<file path="src/rtl/einstein_io_pkg.sv">
// Shared types and widths for the Einstein I/O bus cycle initiator.
package einstein_io_pkg;

  localparam int unsigned ADDR_W = 16;
  localparam int unsigned DATA_W = 8;
  localparam int unsigned CNT_W  = 8;

  typedef enum logic [1:0] {
    OP_RD   = 2'b00,
    OP_WR   = 2'b01,
    OP_INTA = 2'b10,
    OP_RSV  = 2'b11
  } op_e;

  typedef enum logic [2:0] {
    IDLE = 3'd0,
    T1   = 3'd1,
    T2   = 3'd2,
    TW   = 3'd3,
    T3   = 3'd4,
    DONE = 3'd5
  } state_e;

endpackage

</file>
<file path="src/rtl/einstein_io_master_if.sv">
// Agent request/response handshake plus the Z80-style I/O bus pins.
interface einstein_io_master_if;
  import einstein_io_pkg::*;

  logic              req;
  op_e               req_op;
  logic [ADDR_W-1:0] req_addr;
  logic [DATA_W-1:0] req_wdata;
  logic              req_ready;
  logic              rsp_valid;
  logic [DATA_W-1:0] rsp_rdata;
  logic              rsp_err;

  logic [ADDR_W-1:0] A;
  logic [DATA_W-1:0] DO;
  logic              DOE;
  logic [DATA_W-1:0] DI;
  logic              IORQ_n;
  logic              RD_n;
  logic              WR_n;
  logic              M1_n;
  logic              WAIT_n;

  modport master (
    input  req, req_op, req_addr, req_wdata, DI, WAIT_n,
    output req_ready, rsp_valid, rsp_rdata, rsp_err,
    output A, DO, DOE, IORQ_n, RD_n, WR_n, M1_n
  );

  modport slave (
    output req, req_op, req_addr, req_wdata, DI, WAIT_n,
    input  req_ready, rsp_valid, rsp_rdata, rsp_err,
    input  A, DO, DOE, IORQ_n, RD_n, WR_n, M1_n
  );

endinterface

</file>
<file path="src/rtl/einstein_io_master.sv">
// Issues single I/O read, I/O write and INTA cycles with CPU-identical
// T1/T2/TW/T3 strobe timing on behalf of an internal bus agent.
module einstein_io_master
  import einstein_io_pkg::*;
#(
  parameter int unsigned AUTO_WAIT    = 1,
  parameter int unsigned INTA_WAIT    = 2,
  parameter int unsigned WAIT_TIMEOUT = 0
) (
  input  logic                 clk_sys,
  input  logic                 reset_n,
  input  logic                 ce,
  einstein_io_master_if.master bus
);

  state_e           state;
  op_e              op_q;
  logic [CNT_W-1:0] wait_cnt;
  logic [CNT_W-1:0] ext_cnt;
  logic             err_q;

  always_ff @(posedge clk_sys or negedge reset_n) begin
    if (!reset_n) begin
      state         <= IDLE;
      op_q          <= OP_RD;
      wait_cnt      <= '0;
      ext_cnt       <= '0;
      err_q         <= 1'b0;
      bus.req_ready <= 1'b1;
      bus.rsp_valid <= 1'b0;
      bus.rsp_rdata <= 8'hFF;
      bus.rsp_err   <= 1'b0;
      bus.A         <= '0;
      bus.DO        <= '0;
      bus.DOE       <= 1'b0;
      bus.IORQ_n    <= 1'b1;
      bus.RD_n      <= 1'b1;
      bus.WR_n      <= 1'b1;
      bus.M1_n      <= 1'b1;
    end else begin
      bus.rsp_valid <= 1'b0;
      case (state)
        IDLE: begin
          if (bus.req && bus.req_ready) begin
            op_q          <= bus.req_op;
            bus.A         <= bus.req_addr;
            bus.req_ready <= 1'b0;
            err_q         <= 1'b0;
            ext_cnt       <= '0;
            if (bus.req_op == OP_RSV) begin
              // Reserved op never touches the bus; answer with an error at once.
              bus.rsp_valid <= 1'b1;
              bus.rsp_err   <= 1'b1;
              bus.rsp_rdata <= 8'hFF;
              state         <= DONE;
            end else begin
              if (bus.req_op == OP_WR) begin
                bus.DO  <= bus.req_wdata;
                bus.DOE <= 1'b1;
              end
              if (bus.req_op == OP_INTA) begin
                bus.M1_n <= 1'b0;
              end
              state <= T1;
            end
          end
        end

        T1: begin
          if (ce) begin
            wait_cnt <= (op_q == OP_INTA) ? CNT_W'(INTA_WAIT) : CNT_W'(AUTO_WAIT);
            if (op_q == OP_RD) begin
              bus.IORQ_n <= 1'b0;
              bus.RD_n   <= 1'b0;
            end
            if (op_q == OP_WR) begin
              bus.IORQ_n <= 1'b0;
              bus.WR_n   <= 1'b0;
            end
            state <= T2;
          end
        end

        T2: begin
          if (ce) begin
            // INTA delays IORQ_n by one T-state so the vector has time to settle.
            if (op_q == OP_INTA) begin
              bus.IORQ_n <= 1'b0;
            end
            state <= TW;
          end
        end

        TW: begin
          if (ce) begin
            if (wait_cnt > CNT_W'(1)) begin
              wait_cnt <= wait_cnt - CNT_W'(1);
            end else if ((WAIT_TIMEOUT != 0) && (ext_cnt == CNT_W'(WAIT_TIMEOUT))) begin
              err_q <= 1'b1;
              state <= T3;
            end else if (!bus.WAIT_n) begin
              ext_cnt <= ext_cnt + CNT_W'(1);
            end else begin
              state <= T3;
            end
          end
        end

        T3: begin
          if (ce) begin
            if (op_q != OP_WR) begin
              bus.rsp_rdata <= err_q ? 8'hFF : bus.DI;
            end
            bus.IORQ_n    <= 1'b1;
            bus.RD_n      <= 1'b1;
            bus.WR_n      <= 1'b1;
            bus.M1_n      <= 1'b1;
            bus.DOE       <= 1'b0;
            bus.rsp_valid <= 1'b1;
            bus.rsp_err   <= err_q;
            state         <= DONE;
          end
        end

        DONE: begin
          bus.req_ready <= 1'b1;
          state         <= IDLE;
        end

        default: begin
          state <= IDLE;
        end
      endcase
    end
  end

endmodule

</file>
<file path="src/flat_wrapper.sv">
// flat-port wrapper written by rule: the top's interface ports become plain ports
module einstein_io_master_flat import einstein_io_pkg::*;
#(
  parameter int unsigned AUTO_WAIT    = 1,
  parameter int unsigned INTA_WAIT    = 2,
  parameter int unsigned WAIT_TIMEOUT = 0
)
  (clk_sys, reset_n, ce, bus_req, bus_req_op, bus_req_addr, bus_req_wdata, bus_DI, bus_WAIT_n, bus_req_ready, bus_rsp_valid, bus_rsp_rdata, bus_rsp_err, bus_A, bus_DO, bus_DOE, bus_IORQ_n, bus_RD_n, bus_WR_n, bus_M1_n);
  einstein_io_master_if bus_i ();
  input  logic clk_sys;
  input  logic reset_n;
  input  logic ce;
  input wire logic [$bits(bus_i.req)-1:0] bus_req;
  input wire logic [$bits(bus_i.req_op)-1:0] bus_req_op;
  input wire logic [$bits(bus_i.req_addr)-1:0] bus_req_addr;
  input wire logic [$bits(bus_i.req_wdata)-1:0] bus_req_wdata;
  input wire logic [$bits(bus_i.DI)-1:0] bus_DI;
  input wire logic [$bits(bus_i.WAIT_n)-1:0] bus_WAIT_n;
  output wire logic [$bits(bus_i.req_ready)-1:0] bus_req_ready;
  output wire logic [$bits(bus_i.rsp_valid)-1:0] bus_rsp_valid;
  output wire logic [$bits(bus_i.rsp_rdata)-1:0] bus_rsp_rdata;
  output wire logic [$bits(bus_i.rsp_err)-1:0] bus_rsp_err;
  output wire logic [$bits(bus_i.A)-1:0] bus_A;
  output wire logic [$bits(bus_i.DO)-1:0] bus_DO;
  output wire logic [$bits(bus_i.DOE)-1:0] bus_DOE;
  output wire logic [$bits(bus_i.IORQ_n)-1:0] bus_IORQ_n;
  output wire logic [$bits(bus_i.RD_n)-1:0] bus_RD_n;
  output wire logic [$bits(bus_i.WR_n)-1:0] bus_WR_n;
  output wire logic [$bits(bus_i.M1_n)-1:0] bus_M1_n;
  assign bus_i.req = bus_req;
  assign bus_i.req_op = bus_req_op;
  assign bus_i.req_addr = bus_req_addr;
  assign bus_i.req_wdata = bus_req_wdata;
  assign bus_i.DI = bus_DI;
  assign bus_i.WAIT_n = bus_WAIT_n;
  assign bus_req_ready = bus_i.req_ready;
  assign bus_rsp_valid = bus_i.rsp_valid;
  assign bus_rsp_rdata = bus_i.rsp_rdata;
  assign bus_rsp_err = bus_i.rsp_err;
  assign bus_A = bus_i.A;
  assign bus_DO = bus_i.DO;
  assign bus_DOE = bus_i.DOE;
  assign bus_IORQ_n = bus_i.IORQ_n;
  assign bus_RD_n = bus_i.RD_n;
  assign bus_WR_n = bus_i.WR_n;
  assign bus_M1_n = bus_i.M1_n;
  einstein_io_master #(.AUTO_WAIT(AUTO_WAIT), .INTA_WAIT(INTA_WAIT), .WAIT_TIMEOUT(WAIT_TIMEOUT)) u_core (.clk_sys(clk_sys), .reset_n(reset_n), .ce(ce), .bus(bus_i));
endmodule
</file>
<file path="config.mk">
export PLATFORM = sky130hd
export DESIGN_NAME = einstein_io_master_flat
export DESIGN_NICKNAME = d
export VERILOG_FILES = /design/src/rtl/einstein_io_pkg.sv /design/src/rtl/einstein_io_master_if.sv /design/src/rtl/einstein_io_master.sv /design/src/flat_wrapper.sv
export SDC_FILE = /design/constraint.sdc
export NUM_CORES = 1
export LEC_CHECK = 0
export CAP_MARGIN = 20
export CORE_UTILIZATION = 49
export DETAILED_ROUTE_END_ITERATION = 8
export GPL_ROUTABILITY_DRIVEN = 0
export PLACE_DENSITY = 0.85
export SKIP_CTS_REPAIR_TIMING = 1
export SLEW_MARGIN = 20
export SYNTH_ARGS = -nofsm -noshare
export SYNTH_HDL_FRONTEND = slang
export SYNTH_SLANG_ARGS = --single-unit
</file>
<file path="constraint.sdc">
create_clock -name clk_sys -period 3 [get_ports clk_sys]
set_input_delay 0.3 -clock clk_sys [delete_from_list [all_inputs] [get_ports clk_sys]]
set_output_delay 0.3 -clock clk_sys [all_outputs]
set_load 0.01 [all_outputs]
</file>
* Word level (Yosys, flattened, before mapping)
Cells that the tools add are included.
** Cells by class
- Equal/unequal tests :: 28
- Reduce and logical (&&, ||, !) cells :: 20
- Bitwise logic cells :: 1
- Add/sub/neg operators :: 1
- Mux-type cells :: 49
- $lt $le $gt $ge :: 1
** Operators by type and width (count)
- 8-bit 2-to-1 mux :: 7
- 8-bit one-hot mux with 2 select lines :: 2
- 3-bit 2-to-1 mux :: 8
- 1-bit 2-to-1 mux :: 22
- 2-bit by 1-bit != test with 1-bit output, second input constant :: 10
- 4-bit AND reduction :: 5
- 3-bit one-hot mux with 5 select lines :: 1
- 5-bit AND reduction :: 3
- 2-bit != test, second input constant :: 7
- 1-bit one-hot mux with 2 select lines :: 7
- 8-bit by 1-bit > comparator with 1-bit output, second input constant :: 1
- 2-bit nonzero test :: 4
- 8-bit by 1-bit subtractor with 8-bit output, second input constant :: 1
- 7-bit AND reduction :: 1
- 2-bit == test, second input constant :: 3
- 3-bit by 2-bit == test with 1-bit output, second input constant :: 2
- 3-bit == test, second input constant :: 2
- 6-bit AND reduction :: 1
- 2-bit by 1-bit == test with 1-bit output, second input constant :: 2
- 2-bit AND reduction :: 2
- 3-bit by 1-bit == test with 1-bit output, second input constant :: 1
- 3-bit zero test :: 1
- 3-bit by 1-bit != test with 1-bit output, second input constant :: 1
- 1-bit one-hot mux with 3 select lines :: 1
- other kinds (5) :: 5
** Storage, ports and cells
- Output and inout bits :: 40
- Logic and storage cells :: 114
- Register bits :: 53
- Input port bits :: 39

* Logic depth before layout (Yosys ltp)
Gate-level depths: netlist of run 1.
- Word-level depth :: 5
- Depth in mapped cells :: 6
- Depth with buffers taken out :: 5

* Least setup slack after synthesis of run 1
Ideal clock, no wire load.
- Path kind :: reg-to-reg
- Start :: register u_core.state[0]
- End :: register u_core.bus.DO[0]
- Arrival time :: 1.597 ns
- Required time :: 2.875 ns
- Buffers on the path :: 0
- Stages on the path, launching flop included :: 5
- Clock period less this slack :: 1.722 ns
- Library setup time :: 0.125 ns
- Slack :: 1.278 ns
- Path through :: dfrtp_1 nor3_2 nand3_2 nor3b_4 mux2_2
** On the way
- Word-level cells in the longest chain between the ends :: 2
** Ends and longest elaborated chain
- from (decl) :: RTL line einstein_io_master.sv:16 : state_e state;
- from (signal assigned) :: RTL line einstein_io_master.sv:24 : state <= IDLE;
- from (signal assigned) :: RTL line einstein_io_master.sv:55 : state <= DONE;
- from (signal assigned) :: RTL line einstein_io_master.sv:64 : state <= T1;
- 3-bit zero test :: RTL line einstein_io_master.sv:42 : case (state)
- 4-bit AND reduction (no line)
- to (signal assigned) :: RTL line einstein_io_master.sv:58 : bus.DO <= bus.req_wdata;
- to (decl) :: RTL line einstein_io_master_if.sv:27 : output A, DO, DOE, IORQ_n, RD_n, WR_n, M1_n
No other way between the ends.
A chain may end at the register's enable or synchronous reset.

* Worst setup path in the final report of run 1
Ends and elaborated chain as after synthesis.

==> metrics.yaml, run 1 <==
status: "finished, violations left"
violations: "DRC, hold timing"
synth.top_cells.by_count: "nand2_1, dfrtp_1, dfstp_2"
synth_area_leaders: "dfrtp_1, dfstp_2, nand2_1, mux2_2, o22a_1"
critPathLaunchType: "flop"
num_vias: 1998
port_buffers: 78
initial_utilization: 0.5246
use_met1: 0.3117
yosysWarnings: 0
hold_violations: 3
drv_cap: 0
cp_max_fo: 19
syn_nets: 270
antenna_found_initial: 0
grt-busiest-layer: "met2"
first_pass_iters: 6
die-area_mm2: 0.005071
post_dp_cell_area_mm2: 0.003176
layout-drive-gt1-share: 0.1226
wl_per_cell_um: 15.16
synth.distinct_cells: 44
yosysSeqAreaShare: 0.5720
synth_seq_cells: 53
setup_violations: 0
coreArea_mm2: 0.004474
tns_ns: 0
yosysMostFrequentCell: "nand2_1"
postLayoutCellArea_mm2: 0.003282
p_leak_uw: 0.001462
synthArstFlopShare: 1.000
htreeDepth: 2
synth_area_mm2: 0.002347
path_clk_slew_ns: 0.09
wirelength_um: 5489
area_delta_synth_final_pct: 39.82
overflow: 0
period_minus_slack_ns: 2.266
p_total_uw: 2562
grt_util_met2: 0.3915
layout.nets: 350
die_w_um: 71.21
final-max-slew-violation-count: 0
grt_pass1_wl_um: 9397
insertion_delay_ns: 0.31
cp.arrival_ns: 2.47
die_h_um: 71.21
num_antenna_cells: 0
use_met3: 0.04782
hold_class: "in2async"
clockRootBuffer: "clkbuf_8"
grt_usage: 0.2382
fin_cells: 362
slew_headroom: 0.5194
worstMarginPinSlew_ns: 0.7201
yosysTopAreaCell: "dfrtp_1"
fin_crit_sh: 0.7554
clock_path_buffers: 2
max_freq_ghz: 0.4413
final_antenna_net_count: 0
power.density_mw_per_mm2: 780.8
worstSetupPathType: "reg2reg"
rsz0062_at_grt: "false"
syn_inst: 229
cts_tree: "built"
synth_top_cell_area_share: 0.4264
io_pins: 79
dp_cells: 354
synth_edf_count: 0
routed_via_density: 5.519
ys.flop_type: "dfrtp_1"
drc: 2
grt_pass1_vias: 2023
hold_slack_ns: -0.006066
cts_buffers: 5
grt_max_degree: 54
row_count: 24
dp_hpwl_um: 3873
peakVddDrop_v: 0.0003827
crit_required_ns: 3.20
fin_worst_skew_ns: 0.003711
worstSetupEndpointType: "flop"
cts_sinks: 53
syn_avg_cell_area_um2: 10.25
dr.first_iter.drc_count: 252
power breakdown:
group	internal [µW]	switching, µW	total, µW
clock network	219	239	457
registers	960	185	1140
logic	503	457	960
total	1680	880	2560
state kept, by name, summed over array words and instances, names as in the netlist, 2 cells and up:
signal,count
u_core.bus.A,16
u_core.bus.DO,8
u_core.bus.rsp_rdata,8
u_core.wait_cnt,8
u_core.state,3
u_core.op_q,2
logic make-up after synthesis:
logic type               share of synthesized area
flip-flops                                  0.5720
adder cells (fa/ha/maj)                    0.01066
AND/OR/NAND/NOR                             0.2079
AO/OA/AOI/OAI                               0.1402
buffers and inverters                      0.02238
XOR/XNOR                                  0.003732
multiplexers                               0.04318
critical path: stages (launching register included):
cell and delay, ns:
dfrtp_1 0.55, nor3_2 0.30, nand3_2 0.37, nor3b_4 0.54, mux2_2 0.39
layout make-up:
class                           count  area [µm²]
Fill cell                         331        1192
Multi-Input combinational cell    163       952.2
Tap cell                           52       65.06
Sequential cell                    53        1343
Clock buffer                        7       97.59
Inverter                            6       22.52
Timing Repair Buffer               80       793.3
Clock inverter                      1       8.758
worst paths after layout:
kind | endpoint | start | depth (start not counted) | slack, ns
worst max-delay path | u_core.bus.DO[0]$_DFFE_PN0P_ | u_core.state[0]$_DFFE_PN0P_ | 4 | 0.73
worst min-delay path | u_core.bus.A[9]$_DFFE_PN0P_ | reset_n | 1 | -0.006
worst max register to register | u_core.bus.DO[0]$_DFFE_PN0P_ | u_core.state[0]$_DFFE_PN0P_ | 4 | 0.73
worst min register to register | u_core.bus.RD_n$_DFFE_PN1P_ | u_core.bus.RD_n$_DFFE_PN1P_ | 2 | 0.48
max in group asynchronous | u_core.wait_cnt[6]$_DFFE_PN0P_ | reset_n | 1 | 2.58
min in group clk_sys | u_core.bus.RD_n$_DFFE_PN1P_ | u_core.bus.RD_n$_DFFE_PN1P_ | 2 | 0.48
layout by cell type, fill, tap and decap left out, types with 2 or more instances in the layout:
master,count
o211ai_1,2
mux2_2,9
inv_1,6
nand2b_1,2
nand2_1,67
nor2_1,10
o22a_1,8
a22oi_1,3
clkbuf_8,5
dfrtp_1,40
dfstp_2,13
a21oi_1,7
nand4_1,3
a32o_1,2
nor3_1,4
buf_4,3
ha_1,2
nand3_1,2
clkdlybuf4s50_1,77
a31oi_1,2
o21a_1,2
nor2b_1,3
o21ai_0,12
nand3b_1,2
metrics by stage:
step,utilization,worst slack [ns]
finish,0.7335,0.7339
global route,0.7335,0.5602
CTS,0.7335,0.7284
detailed placement,0.7097,0.6639
global placement,0.7092,0.7171
floorplan,-,1.278
routing by layer:
layer	wire (µm)	vias up
li1	-	960
met1	2248	942
met2	2752	84
met3	356	12
met4	132	0
met5	0	-
Note: power is estimated with default switching activity, not from simulation.
==> run 2: changes to the inputs <==
--- a/config.mk
+++ b/config.mk
@@ -6,10 +6,10 @@
 export NUM_CORES = 1
 export LEC_CHECK = 0
 export CAP_MARGIN = 20
-export CORE_UTILIZATION = 49
+export CORE_UTILIZATION = 41
 export DETAILED_ROUTE_END_ITERATION = 8
 export GPL_ROUTABILITY_DRIVEN = 0
-export PLACE_DENSITY = 0.85
+export PLACE_DENSITY = 0.76
 export SKIP_CTS_REPAIR_TIMING = 1
 export SLEW_MARGIN = 20
 export SYNTH_ARGS = -nofsm -noshare
==> constraint.sdc (replaced) <==
create_clock -name clk_sys -period 2 [get_ports clk_sys]
set_input_delay 0.2 -clock clk_sys [delete_from_list [all_inputs] [get_ports clk_sys]]
set_output_delay 0.2 -clock clk_sys [all_outputs]
set_load 0.01 [all_outputs]
==> metrics.yaml, run 2 (synthesis gave the netlist of run 1 again) <==
crit_start: "u_core.bus.req_ready$_DFFE_PN1P_"
cp.arrival_ns: 2.08
rsz0062_at_grt: "false"
grt_pass1_vias: 2060
insertion_delay_ns: 0.31
fin_crit_sh: 0.9117
status: "complete, no violations"
largest-register: "u_core.bus.A"
layout.nets: 365
clockRootBuffer: "clkbuf_8"
wl_per_cell_um: 13.88
p_leak_uw: 0.001548
initial_utilization: 0.4263
die_h_um: 77.67
swShare: 0.3316
worstSetupEndpointType: "flop"
cts_sinks: 53
slowest_delay_ns: 0.61
crit_buf_inv: 0
setup_violations: 0
die_w_um: 77.67
p_seq_frac: 0.424
wirelength_um: 5510
cp_cell_sequence: "nand4_1 > or4_1 > a21oi_2 > o22a_1"
dp_cells: 388
cp_top_family: "flip-flops"
drv_cap: 0
max_freq_ghz: 0.5485
overflow: 0
fin_cells: 397
power.density_mw_per_mm2: 1154
combinationalPowerShare: 0.385
path_clk_slew_ns: 0.10
timing.rr.start: "u_core.bus.req_ready$_DFFE_PN1P_"
slew_headroom: 0.5494
period_minus_slack_ns: 1.823
finish.utilization: 0.6271
drc: 0
layout-drive-gt1-share: 0.1631
dp_hpwl_um: 4085
first_pass_iters: 4
worstMarginPinSlew_ns: 0.6752
grt_max_degree: 30
grt_usage: 0.2006
io_pins: 79
htreeDepth: 2
cts_buffers: 5
row_count: 27
internal-power_uw: 2665
final_common_cell: "clkdlybuf4s50_1"
peakVddDrop_v: 0.0005085
cp_max_fo: 8
tns_ns: 0
area_delta_synth_final_pct: 47.12
fin_worst_skew_ns: 0.005493
critPathLaunchType: "flop"
slowest_stage: "dfstp_2"
num_antenna_cells: 0
final-max-slew-violation-count: 0
hold_violations: 0
routed_via_density: 5.186
die-area_mm2: 0.006032
largest_reg_flops: 16
grt_pass1_wl_um: 9487
worstSetupPathType: "reg2reg"
coreArea_mm2: 0.005507
clkPwrFrac: 0.191
mostFrequentLayoutCells: "clkdlybuf4s50_1, nand2_1, dfrtp_1"
hold_class: "in2async"
cts_tree: "built"
clock_path_buffers: 2
power.switching_uw: 1322
port_buffers: 78
num_vias: 2059
dr.first_iter.drc_count: 194
antenna_found_initial: 0
final_antenna_net_count: 0
crit_required_ns: 2.25
run 2: final cells by class:
cell class                      count  area [µm²]
Clock inverter                      1       8.758
Sequential cell                    53        1343
Clock buffer                        7       118.9
Tap cell                           72       90.09
Multi-Input combinational cell    163       952.2
Inverter                            6       22.52
Timing Repair Buffer               95       918.4
Fill cell                         458        2053
run 2: worst paths after layout:
| path | to | slack, ns | cells after the start |
|---|---|---|---|
| max in group asynchronous | u_core.bus.rsp_rdata[4]$_DFFE_PN1P_ | 0.97 | 3 |
| min | u_core.wait_cnt[3]$_DFFE_PN0P_ | 0.41 | 2 |
| max reg2reg | u_core.bus.rsp_rdata[5]$_DFFE_PN1P_ | 0.18 | 4 |
| min reg2reg | u_core.bus.RD_n$_DFFE_PN1P_ | 0.48 | 2 |
| max | u_core.bus.rsp_rdata[5]$_DFFE_PN1P_ | 0.18 | 4 |
| min in group clk_sys | u_core.bus.A[1]$_DFFE_PN0P_ | 0.41 | 3 |
run 2: worst reg2reg max path: stages, from the launching register on:
cell,delay (ns)
dfstp_2,0.61
nand4_1,0.12
or4_1,0.47
a21oi_2,0.36
o22a_1,0.22
run 2: metrics by stage:
stage          hold slack, ns  worst slack, ns  instance area [µm²]  total power (µW)
2_1_floorplan        -0.09559           0.2783                 2347              2475
3_3_place_gp           0.2256          0.07522                 3316              3193
3_5_place_dp           0.2423          0.03657                 3316              3240
4_1_cts               -0.1077           0.1639                 3443              4021
5_1_grt                0.4226          0.07392                 3453              4262
6_report               0.4084           0.1767                 3453              3987
run 2: metal layers:
layer	vias up	wire length, µm	global-route usage
li1	990	-	-
met5	-	0	0
met2	69	2710	0.3230
met4	0	92	0.08491
met3	9	297	0.04471
met1	991	2408	0.2600
run 2: power groups by stage:
stage | registers, µW | clock network [µW] | logic [µW]
4_1_cts | 1690 | 789 | 1540
3_3_place_gp | 1700 | 0 | 1490
6_report | 1690 | 761 | 1530
3_5_place_dp | 1710 | 0 | 1530
2_1_floorplan | 1760 | 0 | 715
5_1_grt | 1740 | 824 | 1690
==> run 3: changes to the inputs <==
--- a/config.mk
+++ b/config.mk
@@ -7,6 +7,7 @@
 export LEC_CHECK = 0
 export CAP_MARGIN = 20
 export CORE_UTILIZATION = 41
+export CTS_CLUSTER_DIAMETER = 200
 export DETAILED_ROUTE_END_ITERATION = 8
 export GPL_ROUTABILITY_DRIVEN = 0
 export PLACE_DENSITY = 0.76
==> results of run 3 <==
No change in the layout: final DEF, timing and power equal those of run 2.
